==> config.mk <==
export PLATFORM = sky130hd
export DESIGN_NAME = bcd_seg_scanner
export DESIGN_NICKNAME = d
export VERILOG_FILES = /design/src/rtl/bcd_seg_pkg.sv /design/src/rtl/bcd_to_seg7.sv /design/src/rtl/bcd_seg_scanner.sv
export SDC_FILE = /design/constraint.sdc
export NUM_CORES = 1
export LEC_CHECK = 0
export ABC_CLOCK_PERIOD_IN_PS = 2300
export CAP_MARGIN = 20
export CORE_MARGIN = 2
export CORE_UTILIZATION = 55
export DETAILED_ROUTE_END_ITERATION = 12
export PLACE_DENSITY = 0.81
export SETUP_SLACK_MARGIN = 0.2
export SLEW_MARGIN = 30
export SYNTH_ARGS = -nofsm -noshare
export SYNTH_HDL_FRONTEND = slang
export SYNTH_HIERARCHICAL = 1
export SYNTH_SLANG_ARGS = --single-unit
export TNS_END_PERCENT = 10
==> constraint.sdc <==
create_clock -name clk -period 2.3 [get_ports clk]
set_clock_uncertainty 0.15 [all_clocks]
set_input_delay 0.23 -clock clk [delete_from_list [all_inputs] [get_ports clk]]
set_output_delay 0.23 -clock clk [all_outputs]
set_load 0.01 [all_outputs]
==> src/rtl/bcd_seg_pkg.sv <==
// Shared definitions for bcd_seg_scanner: scan states, active-high 7-segment
// glyphs {g,f,e,d,c,b,a} and the pin polarity helper.
package bcd_seg_pkg;

  typedef enum logic [1:0] {
    S_UNITS = 2'd0,
    S_GAP1  = 2'd1,
    S_TENS  = 2'd2,
    S_GAP0  = 2'd3
  } scan_state_t;

  localparam logic [6:0] GLYPH_0    = 7'b0111111;
  localparam logic [6:0] GLYPH_1    = 7'b0000110;
  localparam logic [6:0] GLYPH_2    = 7'b1011011;
  localparam logic [6:0] GLYPH_3    = 7'b1001111;
  localparam logic [6:0] GLYPH_4    = 7'b1100110;
  localparam logic [6:0] GLYPH_5    = 7'b1101101;
  localparam logic [6:0] GLYPH_6    = 7'b1111101;
  localparam logic [6:0] GLYPH_7    = 7'b0000111;
  localparam logic [6:0] GLYPH_8    = 7'b1111111;
  localparam logic [6:0] GLYPH_9    = 7'b1101111;
  localparam logic [6:0] GLYPH_DASH = 7'b1000000;

  // Display pins packed as {an[1:0], dp, seg[6:0]}.
  localparam int unsigned PIN_W = 10;

  function automatic logic [PIN_W-1:0] pin_polarity(input logic [PIN_W-1:0] act,
                                                    input logic             active_low);
    return active_low ? ~act : act;
  endfunction

endpackage

==> src/rtl/bcd_to_seg7.sv <==
// BCD to 7-segment decoder, active-high {g,f,e,d,c,b,a}; codes 10-15 show a dash.
module bcd_to_seg7
  import bcd_seg_pkg::*;
(
  input  logic [3:0] i_bcd,
  output logic [6:0] o_seg
);

  always_comb begin
    o_seg = GLYPH_DASH;
    case (i_bcd)
      4'd0:    o_seg = GLYPH_0;
      4'd1:    o_seg = GLYPH_1;
      4'd2:    o_seg = GLYPH_2;
      4'd3:    o_seg = GLYPH_3;
      4'd4:    o_seg = GLYPH_4;
      4'd5:    o_seg = GLYPH_5;
      4'd6:    o_seg = GLYPH_6;
      4'd7:    o_seg = GLYPH_7;
      4'd8:    o_seg = GLYPH_8;
      4'd9:    o_seg = GLYPH_9;
      default: o_seg = GLYPH_DASH;
    endcase
  end

endmodule

==> src/rtl/bcd_seg_scanner.sv <==
// Two-digit multiplexed 7-segment scanner with tear-free digit shadowing and
// an overflow dp hold. Optional leading-zero blanking: BCD_SEG_LZB_EN.
module bcd_seg_scanner
  import bcd_seg_pkg::*;
#(
  parameter int unsigned SCAN_DIV     = 3000,
  parameter int unsigned GAP_DIV      = 16,
  parameter int unsigned OVF_FRAMES   = 200,
  parameter int unsigned COMMON_ANODE = 1
) (
  input  logic       clk,
  input  logic       reset,
  input  logic [3:0] digit_1,
  input  logic [3:0] digit_10,
  input  logic       carry,
  output logic [6:0] seg,
  output logic       dp,
  output logic [1:0] an,
  output logic       frame_tick
);

  localparam int unsigned      MAX_DIV   = (SCAN_DIV > GAP_DIV) ? SCAN_DIV : GAP_DIV;
  localparam int unsigned      CNT_W     = (MAX_DIV > 1) ? $clog2(MAX_DIV) : 1;
  localparam logic [CNT_W-1:0] SCAN_LAST = CNT_W'(SCAN_DIV - 1);
  localparam logic [CNT_W-1:0] GAP_LAST  = CNT_W'(GAP_DIV - 1);
  localparam logic             ACT_LOW   = (COMMON_ANODE != 0);
  localparam logic [PIN_W-1:0] PINS_IDLE = pin_polarity('0, ACT_LOW);

  scan_state_t      r_state;
  scan_state_t      w_state_nxt;
  logic [CNT_W-1:0] r_presc;
  logic [CNT_W-1:0] w_presc_nxt;
  logic             w_slot_end;
  logic [3:0]       r_sh1;
  logic [3:0]       r_sh10;
  logic [7:0]       r_hold;
  logic             r_frame_tick;
  logic [PIN_W-1:0] r_pins;
  logic             w_frame_start;
  logic [3:0]       w_dec_in;
  logic [6:0]       w_glyph;
  logic [1:0]       w_an;
  logic             w_dp;
  logic [6:0]       w_seg;

  always_ff @(posedge clk or negedge reset) begin
    if (!reset) begin
      r_state <= S_GAP0;
      r_presc <= '0;
    end else begin
      r_state <= w_state_nxt;
      r_presc <= w_presc_nxt;
    end
  end

  assign w_dec_in = (r_state == S_TENS) ? r_sh10 : r_sh1;

  bcd_to_seg7 u_dec (
    .i_bcd (w_dec_in),
    .o_seg (w_glyph)
  );

  always_comb begin
    w_state_nxt = r_state;
    w_slot_end  = 1'b0;
    w_an        = '0;
    w_seg       = '0;
    w_dp        = 1'b0;
    case (r_state)
      S_UNITS: begin
        w_slot_end = (r_presc == SCAN_LAST);
        if (w_slot_end) w_state_nxt = S_GAP1;
        w_an  = 2'b01;
        w_seg = w_glyph;
      end
      S_GAP1: begin
        w_slot_end = (r_presc == GAP_LAST);
        if (w_slot_end) w_state_nxt = S_TENS;
      end
      S_TENS: begin
        w_slot_end = (r_presc == SCAN_LAST);
        if (w_slot_end) w_state_nxt = S_GAP0;
        w_dp = (r_hold != '0);
`ifdef BCD_SEG_LZB_EN
        if (r_sh10 != 4'd0) begin
          w_an  = 2'b10;
          w_seg = w_glyph;
        end
`else
        w_an  = 2'b10;
        w_seg = w_glyph;
`endif
      end
      S_GAP0: begin
        w_slot_end = (r_presc == GAP_LAST);
        if (w_slot_end) w_state_nxt = S_UNITS;
      end
      default: w_state_nxt = S_GAP0;
    endcase
    w_presc_nxt = w_slot_end ? '0 : r_presc + 1'b1;
  end

  assign w_frame_start = (r_state == S_UNITS) && (r_presc == '0);

  always_ff @(posedge clk or negedge reset) begin
    if (!reset) begin
      r_sh1  <= '0;
      r_sh10 <= '0;
      r_hold <= '0;
    end else begin
      if ((r_state == S_GAP0) && w_slot_end) begin
        r_sh1  <= digit_1;
        r_sh10 <= digit_10;
      end
      // Reload beats the per-frame decrement so a carry on a frame boundary keeps full frames.
      if (carry) begin
        r_hold <= 8'(OVF_FRAMES);
      end else if (r_frame_tick && (r_hold != '0)) begin
        r_hold <= r_hold - 8'd1;
      end
    end
  end

  always_ff @(posedge clk or negedge reset) begin
    if (!reset) begin
      r_frame_tick <= 1'b0;
      r_pins       <= PINS_IDLE;
    end else begin
      r_frame_tick <= w_frame_start;
      r_pins       <= pin_polarity({w_an, w_dp, w_seg}, ACT_LOW);
    end
  end

  assign seg        = r_pins[6:0];
  assign dp         = r_pins[7];
  assign an         = r_pins[9:8];
  assign frame_tick = r_frame_tick;

endmodule
== Yosys cells after proc, flatten, opt, wreduce, memory -nomap -nowiden ==
Memory sizes are Yosys's and may differ from the RTL's.
Cells that the tools add are included.
Word-level totals
  bits in registers: 41
  bits in read-only memories: 112
  input port bits: 11
  output and inout port bits: 11
  word-level logic and storage cells: 43
  memories kept: 1
Operators by class
  $add $sub $neg: 2
  equality and inequality tests: 9
  muxes and demuxes: 13
  bitwise gates (word level): 1
  reduce and logical (&&, ||, !) cells: 10
Memory list
  (no name shown): words 16, width 7, read ports 1, clocked after Yosys merged registers in 0, write ports 0, line bcd_to_seg7.sv:11  | case (i_bcd)
Operators by type and width (count)
  8-bit 2-to-1 mux: 2
  12-bit by 1-bit adder with 12-bit output (second input constant): 1
  12-bit == test (second input constant): 1
  12-bit by 4-bit == test with 1-bit output (second input constant): 1
  12-bit zero test: 1
  12-bit 2-to-1 mux: 1
  10-bit inverter: 1
  2-bit 2-to-1 mux: 4
  2-bit one-hot mux with 4 select lines: 1
  8-bit nonzero test: 1
  8-bit by 1-bit subtractor with 8-bit output (second input constant): 1
  7-bit 2-to-1 mux: 1
  2-bit inequality test (second input constant): 3
  2-bit == test (second input constant): 2
  4-bit 2-to-1 mux: 1
  2-bit one-hot mux with 2 select lines: 1
  4-bit AND reduction: 1
  2-bit OR reduction: 2
  1-bit logical AND: 3
  2-bit by 1-bit == test with 1-bit output (second input constant): 1
  2-bit zero test: 1
  2-bit by 1-bit inequality test with 1-bit output (second input constant): 1
  1-bit one-hot mux with 2 select lines: 1
  2-bit nonzero test: 1
  1-bit 2-to-1 mux: 1

== Logic depth before layout (Yosys ltp) ==
Gate-level depths: netlist of run 1.
An unclocked memory read counts as a cell.
  depth after elaboration: 5
  gate-level depth with buffers: 8
  mapped depth without buffers: 8

== Hierarchy ==
Netlist of run 1, hierarchy kept.
By module, submodules not included
  bcd_seg_scanner: times used 1, cells an instance 169, area each 1993.2 µm², sequential area each 1041.0 µm²
  bcd_to_seg7: times used 1, cells an instance 29, area each 227.7 µm², sequential area each 0.0 µm²

== Worst setup path before layout of run 1 ==
Ideal clock, no wire load.
  path kind: reg2reg
  start point: register r_state[0]
  end point: register r_pins[0]
  library setup time: 0.087 ns
  arrival time: 1.883 ns
  required time: 2.063 ns
  setup slack: 0.180 ns
  stages on the path, launching flop included: 9
  buffers on the path: 0
  clock period less this slack: 2.120 ns
  cell sequence: dfstp_2 -> inv_1 -> ha_1 -> mux2_2 -> inv_1 -> ha_1 -> mux2_2 -> o22ai_1 -> nand2_1
Between the ends
  cells in the longest elaborated chain, start to end: 5
  elaborated cells between the ends (all ways): 7
  classes of those cells: eq/ne (1); mux (2); bitwise (1); reduce/logical (2); memory (1)
RTL lines
  from (decl): line bcd_seg_scanner.sv:29  | scan_state_t r_state;
  from (signal assigned): line bcd_seg_scanner.sv:51  | r_state <= w_state_nxt;
  2-bit == test: line bcd_seg_scanner.sv:56  | assign w_dec_in = (r_state == S_TENS) ? r_sh10 : r_sh1;
  4-bit 2-to-1 mux: line bcd_seg_scanner.sv:56
  named net w_dec_in[1]: line bcd_seg_scanner.sv:40  | logic [3:0] w_dec_in;
  memory 16 x 7 bit
  named net w_glyph[0]: line bcd_seg_scanner.sv:41  | logic [6:0] w_glyph;
  7-bit 2-to-1 mux: line bcd_seg_scanner.sv:69  | case (r_state)
  10-bit inverter: line bcd_seg_pkg.sv:29  | return active_low ? ~act : act;
  to (signal assigned): line bcd_seg_scanner.sv:130  | r_pins <= pin_polarity({w_an, w_dp, w_seg}, ACT_LOW);
  to (decl): line bcd_seg_scanner.sv:38  | logic [PIN_W-1:0] r_pins;
The timed path passes the listed nets, and every way through them passes these cells.
A chain may end at the register's enable or synchronous reset.

== Final worst setup path of run 1 ==
  start point: register r_presc[4]
  end point: register r_state[1]
Between the ends
  cells in the longest elaborated chain, start to end: 3
  elaborated cells between the ends (all ways): 7
  classes of those cells: eq/ne (6); reduce/logical (1)
RTL lines
  from (decl): line bcd_seg_scanner.sv:31  | logic [CNT_W-1:0] r_presc;
  from (signal assigned): line bcd_seg_scanner.sv:52  | r_presc <= w_presc_nxt;
  12-bit by 4-bit == test with 1-bit output or 12-bit == test (tied branches)
  2-bit inequality test (no source line) or 2-bit by 1-bit inequality test with 1-bit output (tied branches)
  4-bit AND reduction (no source line) *
Mark *: on every way between the ends. The rest lies on a longest branch, timed or not.

==> flow_metrics.py, run 1 <==
metrics = {
    "status": {
        "outcome": "finished, final reports clean",
    },
    "die": {
        "placementRows": 23,
        "core_sq_um": 3943,
        "die_w_um": 67.55,
        "die-area_sq_um": 4562,
        "initial_core_util_pct": 56.33,
        "die_y_um": 67.55,
        "ioPinCount": 22,
    },
    "sta": {
        "hold_ws_ps": 329.1,
        "min_period_over_period_pct": 89.09,
        "rsz0062_at_grt": "true",
        "drv_slew": 0,
        "setup_violations": 0,
        "slew_headroom_pct": 65.61,
        "finalSetupTns_ps": 0,
        "hold_viol": 0,
        "period_needed_ps": 2049,
        "worst_pin_slew_ps": 515.9,
        "max_freq_mhz": 488.0,
    },
    "worst_setup_path": {
        "cp.required_ps": 2370,
        "startpoint_type": "flop",
        "cp_cell_sequence": "or4_4, o31ai_2, a21boi_2, mux2_1",
        "crit_slowest_cell": "or4_4",
        "r2r_end": "r_state[1]",
        "crit_path_end_kind": "flop",
        "r2r-start": "r_presc[4]",
        "arrival_ps": 2120,
        "cp_max_fo": 7,
        "crit_buf_inv": 0,
        "crit_family": "simple AND/OR/NAND/NOR gates",
        "rrSetupSlack_ps": 250,
        "path_class": "flop to flop",
        "r2r_cells": 4,
        "cp_slowest_stage_delay_ps": 560,
    },
    "placed_design": {
        "placed_area_sq_um": 2462,
        "port_buffers": 21,
        "detailed_place_hpwl_mm": 2.654,
        "place.gp.congestion": 0.8373,
        "dpl.cell_count": 266,
    },
    "grt": {
        "antenna_found_initial": 0,
        "grt_use_total_pct": 18.92,
        "grt_pass1_vias": 1368,
        "grt_start_max_net_pins": 42,
        "overflow": 0,
        "grt_pass1_wl_mm": 6.279,
    },
    "synthesis": {
        "ys_types": 47,
        "synth_nets": 225,
        "synth_area_per_cell_sq_um": 11.22,
        "synth_ff_type": "dfrtp_1",
        "syn-cell-area_sq_um": 2221,
        "async_flop_share_pct": 100.0,
        "ys_seq_elements": 41,
        "syn_inst": 198,
        "synth_edf_count": 0,
        "seq_area_frac_synth_pct": 46.87,
        "synth-warning-count": 6,
    },
    "finish": {
        "syn_to_final_growth_pct": 19.49,
        "drive_gt1_share_pct": 24.02,
        "nFillCells": 299,
        "final_cell_area_sq_um": 2654,
        "regArea_sq_um": 1041,
        "instances_no_fill": 279,
        "diodes": 0,
        "multi_input_area_sq_um": 1119,
        "final_nets": 255,
    },
    "cts": {
        "clockBufferDepth": 2,
        "cts_tree": "built",
        "ctsRootBufferMaster": "clkbuf_8",
        "clk_latency_ps": 290,
        "cts_max_level": 2,
        "clkTransAtPathRegs_ps": 80,
        "numCtsBuffers": 5,
        "clkSinkCount": 41,
    },
    "power_and_ir_drop": {
        "p_leak_uw": 0.001207,
        "report.power.total_uw": 1460,
        "peakVddDrop_uv": 579.8,
        "power_density_nw_per_um2": 550.2,
    },
    "route": {
        "vias_per_cell": 5.326,
        "ant_nets": 0,
        "drtIter0Drc": 84,
        "first_pass_iters": 4,
        "drt_wl_total_mm": 3.992,
        "drc": 0,
        "vias": 1486,
        "post_drt_wl_per_cell_um": 14.31,
    },
    "job": {
        "drv_cap": 0,
    },
    "hold_path": {
        "hp-class": "input port to asynchronous set/reset pin",
    },
}
final cells by class:
class	count	area share [%]
clock buffers	7	3.253
repair buffers	27	9.618
clock inverters	1	1.132
inverters	16	2.263
well taps	50	2.357
multi-input cells	137	42.15
flip-flops and latches	41	39.23
power breakdown:
group	total (uW)	switching (uW)	internal [uW]
Sequential	752	7.12	745
Clock	595	241	354
Combinational	113	50.7	62.4
Total	1460	298	1160
worst max-delay path by stage:
stage | from | depth (start not counted) | endpoint
finish | r_presc[4] | 4 | r_state[1]
detailed placement | r_state[0] | 8 | r_pins[0]
global placement | r_state[0] | 8 | r_pins[0]
floorplan | r_state[0] | 7 | r_pins[0]
global route | r_state[0] | 7 | r_pins[0]
CTS | r_presc[0] | 5 | r_presc[8]
per-layer routing:
layer  wire length, um  global-route usage (%)  up-vias
met2              1980                   28.43       24
met4                61                   6.888        0
li1                  -                       -      742
met3               143                   5.500        5
met1              1807                   25.94      715
met5                 0                       0        -
registers in the layout, indices dropped and copies added, names as in the netlist:
name	flops
frame_tick	1
r_hold	8
r_pins	10
r_presc	12
r_sh1	4
r_sh10	4
r_state	2
worst register-to-register path, cell delays in order, from the launching register on:
cell and delay [ps]:
dfrtp_1 480, or4_4 560, o31ai_2 260, a21boi_2 200, mux2_1 330
cells in the final DEF, fill, tap and decap left out, types with 2 or more instances in the layout:
master / n
a211oi_1: 2
a21o_1: 2
a21oi_1: 2
buf_4: 6
clkbuf_8: 6
clkdlybuf4s50_1: 20
dfrtp_1: 29
dfstp_2: 12
ha_1: 15
inv_1: 14
inv_2: 2
mux2_2: 4
mux2_4: 9
nand2_1: 11
nand2b_1: 2
nand3_1: 5
nand4_1: 4
nor2_1: 20
nor2b_1: 4
nor3_1: 6
nor4_1: 2
o21ai_0: 3
o22ai_1: 3
o31a_1: 2
or2_2: 2
or3_1: 2
or4_4: 3
xnor2_1: 4
xor2_1: 10
repair_timing:
item | 4_1_cts | 5_1_grt
resized for setup | 3 | 5
hold buffers | 1 | 0
buffers inserted | 0 | 4
pin swaps | 0 | 1
hold endpoints to repair | 29 | 0
endpoints found under the setup margin | 16 | 15
kinds of logic after synthesis:
group,count (synthesis),share of synthesized area (%)
and+or+nand+nor,69,17.52
DFF,41,46.87
AOI/OAI and AO/OA,24,8.226
buffers and inverters,20,4.394
adders and majority gates,16,9.014
xor gates and xnor gates,14,5.521
muxes,14,8.451
cell usage after synthesis (3+ instances only):
| cell type | instances | share of area [%] |
|---|---|---|
| mux2_2 | 5 | 2.5 |
| nand2_1 | 11 | 1.9 |
| o21ai_0 | 3 | 0.68 |
| nor2b_1 | 4 | 1.1 |
| dfstp_2 | 12 | 14 |
| ha_1 | 16 | 9.0 |
| nor2_1 | 20 | 3.4 |
| xnor2_1 | 4 | 1.6 |
| buf_6 | 3 | 1.5 |
| nand4_1 | 4 | 1.1 |
| o22ai_1 | 3 | 0.85 |
| nand3_1 | 5 | 1.1 |
| nor3_1 | 6 | 1.4 |
| inv_1 | 16 | 2.7 |
| dfrtp_1 | 29 | 33 |
| xor2_1 | 10 | 3.9 |
| mux2_4 | 8 | 5.4 |
stage by stage:
| stage | setup slack (ps) | utilization [%] |
|---|---|---|
| floorplan | 230.5 | - |
| finish | 250.9 | 67.31 |
| detailed placement | 70.14 | 62.46 |
| global route | 169.4 | 67.31 |
| CTS | 172.6 | 65.98 |
| global placement | 170.0 | 62.46 |
(Power assumes the default switching activity.)
==> run 2: changes to the inputs <==
CORE_MARGIN = default   (was 2)
CORE_UTILIZATION = 46   (was 55)
PLACE_DENSITY = 0.71   (was 0.81)
SLEW_MARGIN = 15   (was 30)
==> run 2 against run 1 <==
Net effect: cell count is the same; die area grew 12%; first-iteration DRC count grew 3.6%; wire length shrank 6.6%; clock-buffer cell count shrank 2; core utilization shrank 8.5 points; total power grew 5.3%; design area is essentially flat; hold slack gained 41 ps.
==> flow_metrics.py, run 2 (same netlist as run 1, synthesis figures left out) <==
metrics = {
    "status": {
        "outcome": "finished, final reports clean",
    },
    "die": {
        "ioPinCount": 22,
        "core_sq_um": 4504,
        "die_w_um": 71.49,
        "initial_core_util_pct": 49.31,
        "die_y_um": 71.49,
        "die-area_sq_um": 5110,
        "placementRows": 24,
    },
    "worst_setup_path": {
        "cp_max_fo": 6,
        "crit_path_end_kind": "flop",
        "path_class": "flop to flop",
        "startpoint_type": "flop",
        "arrival_ps": 2160,
        "cp.required_ps": 2370,
    },
    "sta": {
        "drv_slew": 0,
        "slew_headroom_pct": 51.52,
        "hold_viol": 0,
        "setup_violations": 0,
        "finalSetupTns_ps": 0,
        "min_period_over_period_pct": 90.99,
        "period_needed_ps": 2093,
        "max_freq_mhz": 477.9,
        "worst_pin_slew_ps": 727.2,
        "rsz0062_at_grt": "true",
    },
    "grt": {
        "antenna_found_initial": 0,
        "grt_pass1_wl_mm": 6.486,
        "overflow": 0,
        "grt_use_total_pct": 16.39,
        "grt_start_max_net_pins": 34,
        "grt_pass1_vias": 1443,
    },
    "finish": {
        "top_register": "r_presc",
        "mostFrequentLayoutCell": "dfrtp_1",
        "reg_top3": "r_presc x12, r_pins x10, r_hold x8",
        "largest_reg_flops": 12,
        "regArea_sq_um": 1041,
        "final_nets": 253,
        "drive_gt1_share_pct": 23.35,
        "diodes": 0,
        "nFillCells": 371,
        "instances_no_fill": 279,
        "most-common-layout-cells": "dfrtp_1 (29), nor2_1 (20), clkdlybuf4s50_1 (20), ha_1 (15), inv_1 (14)",
        "syn_to_final_growth_pct": 19.38,
        "multi_input_area_sq_um": 1114,
    },
    "placed_design": {
        "dpl.cell_count": 269,
        "place.gp.congestion": 0.7799,
        "detailed_place_hpwl_mm": 2.683,
        "port_buffers": 21,
    },
    "cts": {
        "cts_max_level": 2,
        "cts_tree": "built",
        "clockBufferDepth": 2,
        "clkSinkCount": 41,
        "clkTransAtPathRegs_ps": 80,
        "ctsRootBufferMaster": "clkbuf_8",
        "numCtsBuffers": 5,
        "clk_latency_ps": 290,
    },
    "route": {
        "vias_per_cell": 5.219,
        "first_pass_iters": 4,
        "drc": 0,
        "drtIter0Drc": 87,
        "post_drt_wl_per_cell_um": 13.36,
        "ant_nets": 0,
        "vias": 1456,
        "drt_wl_total_mm": 3.727,
    },
    "power_and_ir_drop": {
        "p_leak_uw": 0.001205,
        "peakVddDrop_uv": 399.8,
        "power_density_nw_per_um2": 580.1,
    },
    "job": {
        "drv_cap": 0,
    },
    "hold_path": {
        "hp-class": "flop to flop",
    },
}
[run 2: changes by cell type in the layout (fill, tap and decap cells not counted)]
cell,before,now
o31ai_1,0,1
clkbuf_8,6,5
o21ai_0,3,2
buf_2,0,1
o31ai_2,1,0
clkbuf_1,1,0
bufinv_16,1,2
buf_4,6,3
o21ai_1,0,1
clkinv_2,0,1
[run 2: where the power goes]
part	switching [uW]	leakage (uW)	internal (uW)	total [uW]
logic	50.4	0.000655	61.0	111
clock network	243	0.0000681	431	674
registers	7.28	0.000482	745	753
[run 2: worst max-delay path: stages, from the launching register on]
cell and delay [ps]:
dfstp_2 600, ha_4 190, mux2_2 380, ha_1 200, mux2_2 260, o22ai_1 170, nand2_1 80
[run 2: repair_timing]
| item | in CTS | in global routing |
|---|---|---|
| hold endpoints to repair | 29 | 0 |
| buffers inserted | 0 | 1 |
| resized for setup | 3 | 5 |
| hold buffers | 1 | 0 |
| endpoints found under the setup margin | 7 | 16 |
[run 2: final cells by class]
| class | count | area share [%] |
|---|---|---|
| clock inverters | 3 | 2.454 |
| flip-flops and latches | 41 | 39.26 |
| repair buffers | 25 | 8.967 |
| inverters | 16 | 2.265 |
| multi-input cells | 137 | 42.00 |
| clock buffers | 5 | 2.596 |
| well taps | 52 | 2.454 |
[run 2: final timing paths]
path | from | endpoint | slack, ps | cells after the start
worst max-delay path | r_state[1] | r_pins[0] | 210 | 6
worst min-delay path | r_sh10[3] | r_sh10[3] | 370 | 1
worst max register to register | r_state[1] | r_pins[0] | 210 | 6
worst min register to register | r_sh10[3] | r_sh10[3] | 370 | 1
max in group asynchronous | reset | r_pins[2] | 940 | 3
min in group asynchronous | reset | r_hold[5] | 380 | 2
[run 2: through the flow]
stage               instance area (sq um)  utilization [%]  setup WS (ps)  power, uW  hold WS [ps]
floorplan                            2225                -          230.5      818.6        -215.6
global placement                     2472            54.89          163.1      876.2         175.2
detailed placement                   2472            54.89          68.47      877.4         187.0
finish                               2651            58.86          207.3       1538         370.3
global route                         2651            58.86          149.0       1599         393.9
CTS                                  2629            58.36          169.7       1563         370.7
[run 2: layer usage]
layer	track usage [%]	part of all wire [%]	routed length (um)	vias to the layer above
li1	-	-	-	738
met1	22.28	51	1885	696
met2	25.40	46	1699	18
met3	3.797	2.4	91	4
met4	6.972	1.3	49	0
met5	0	0	0	-
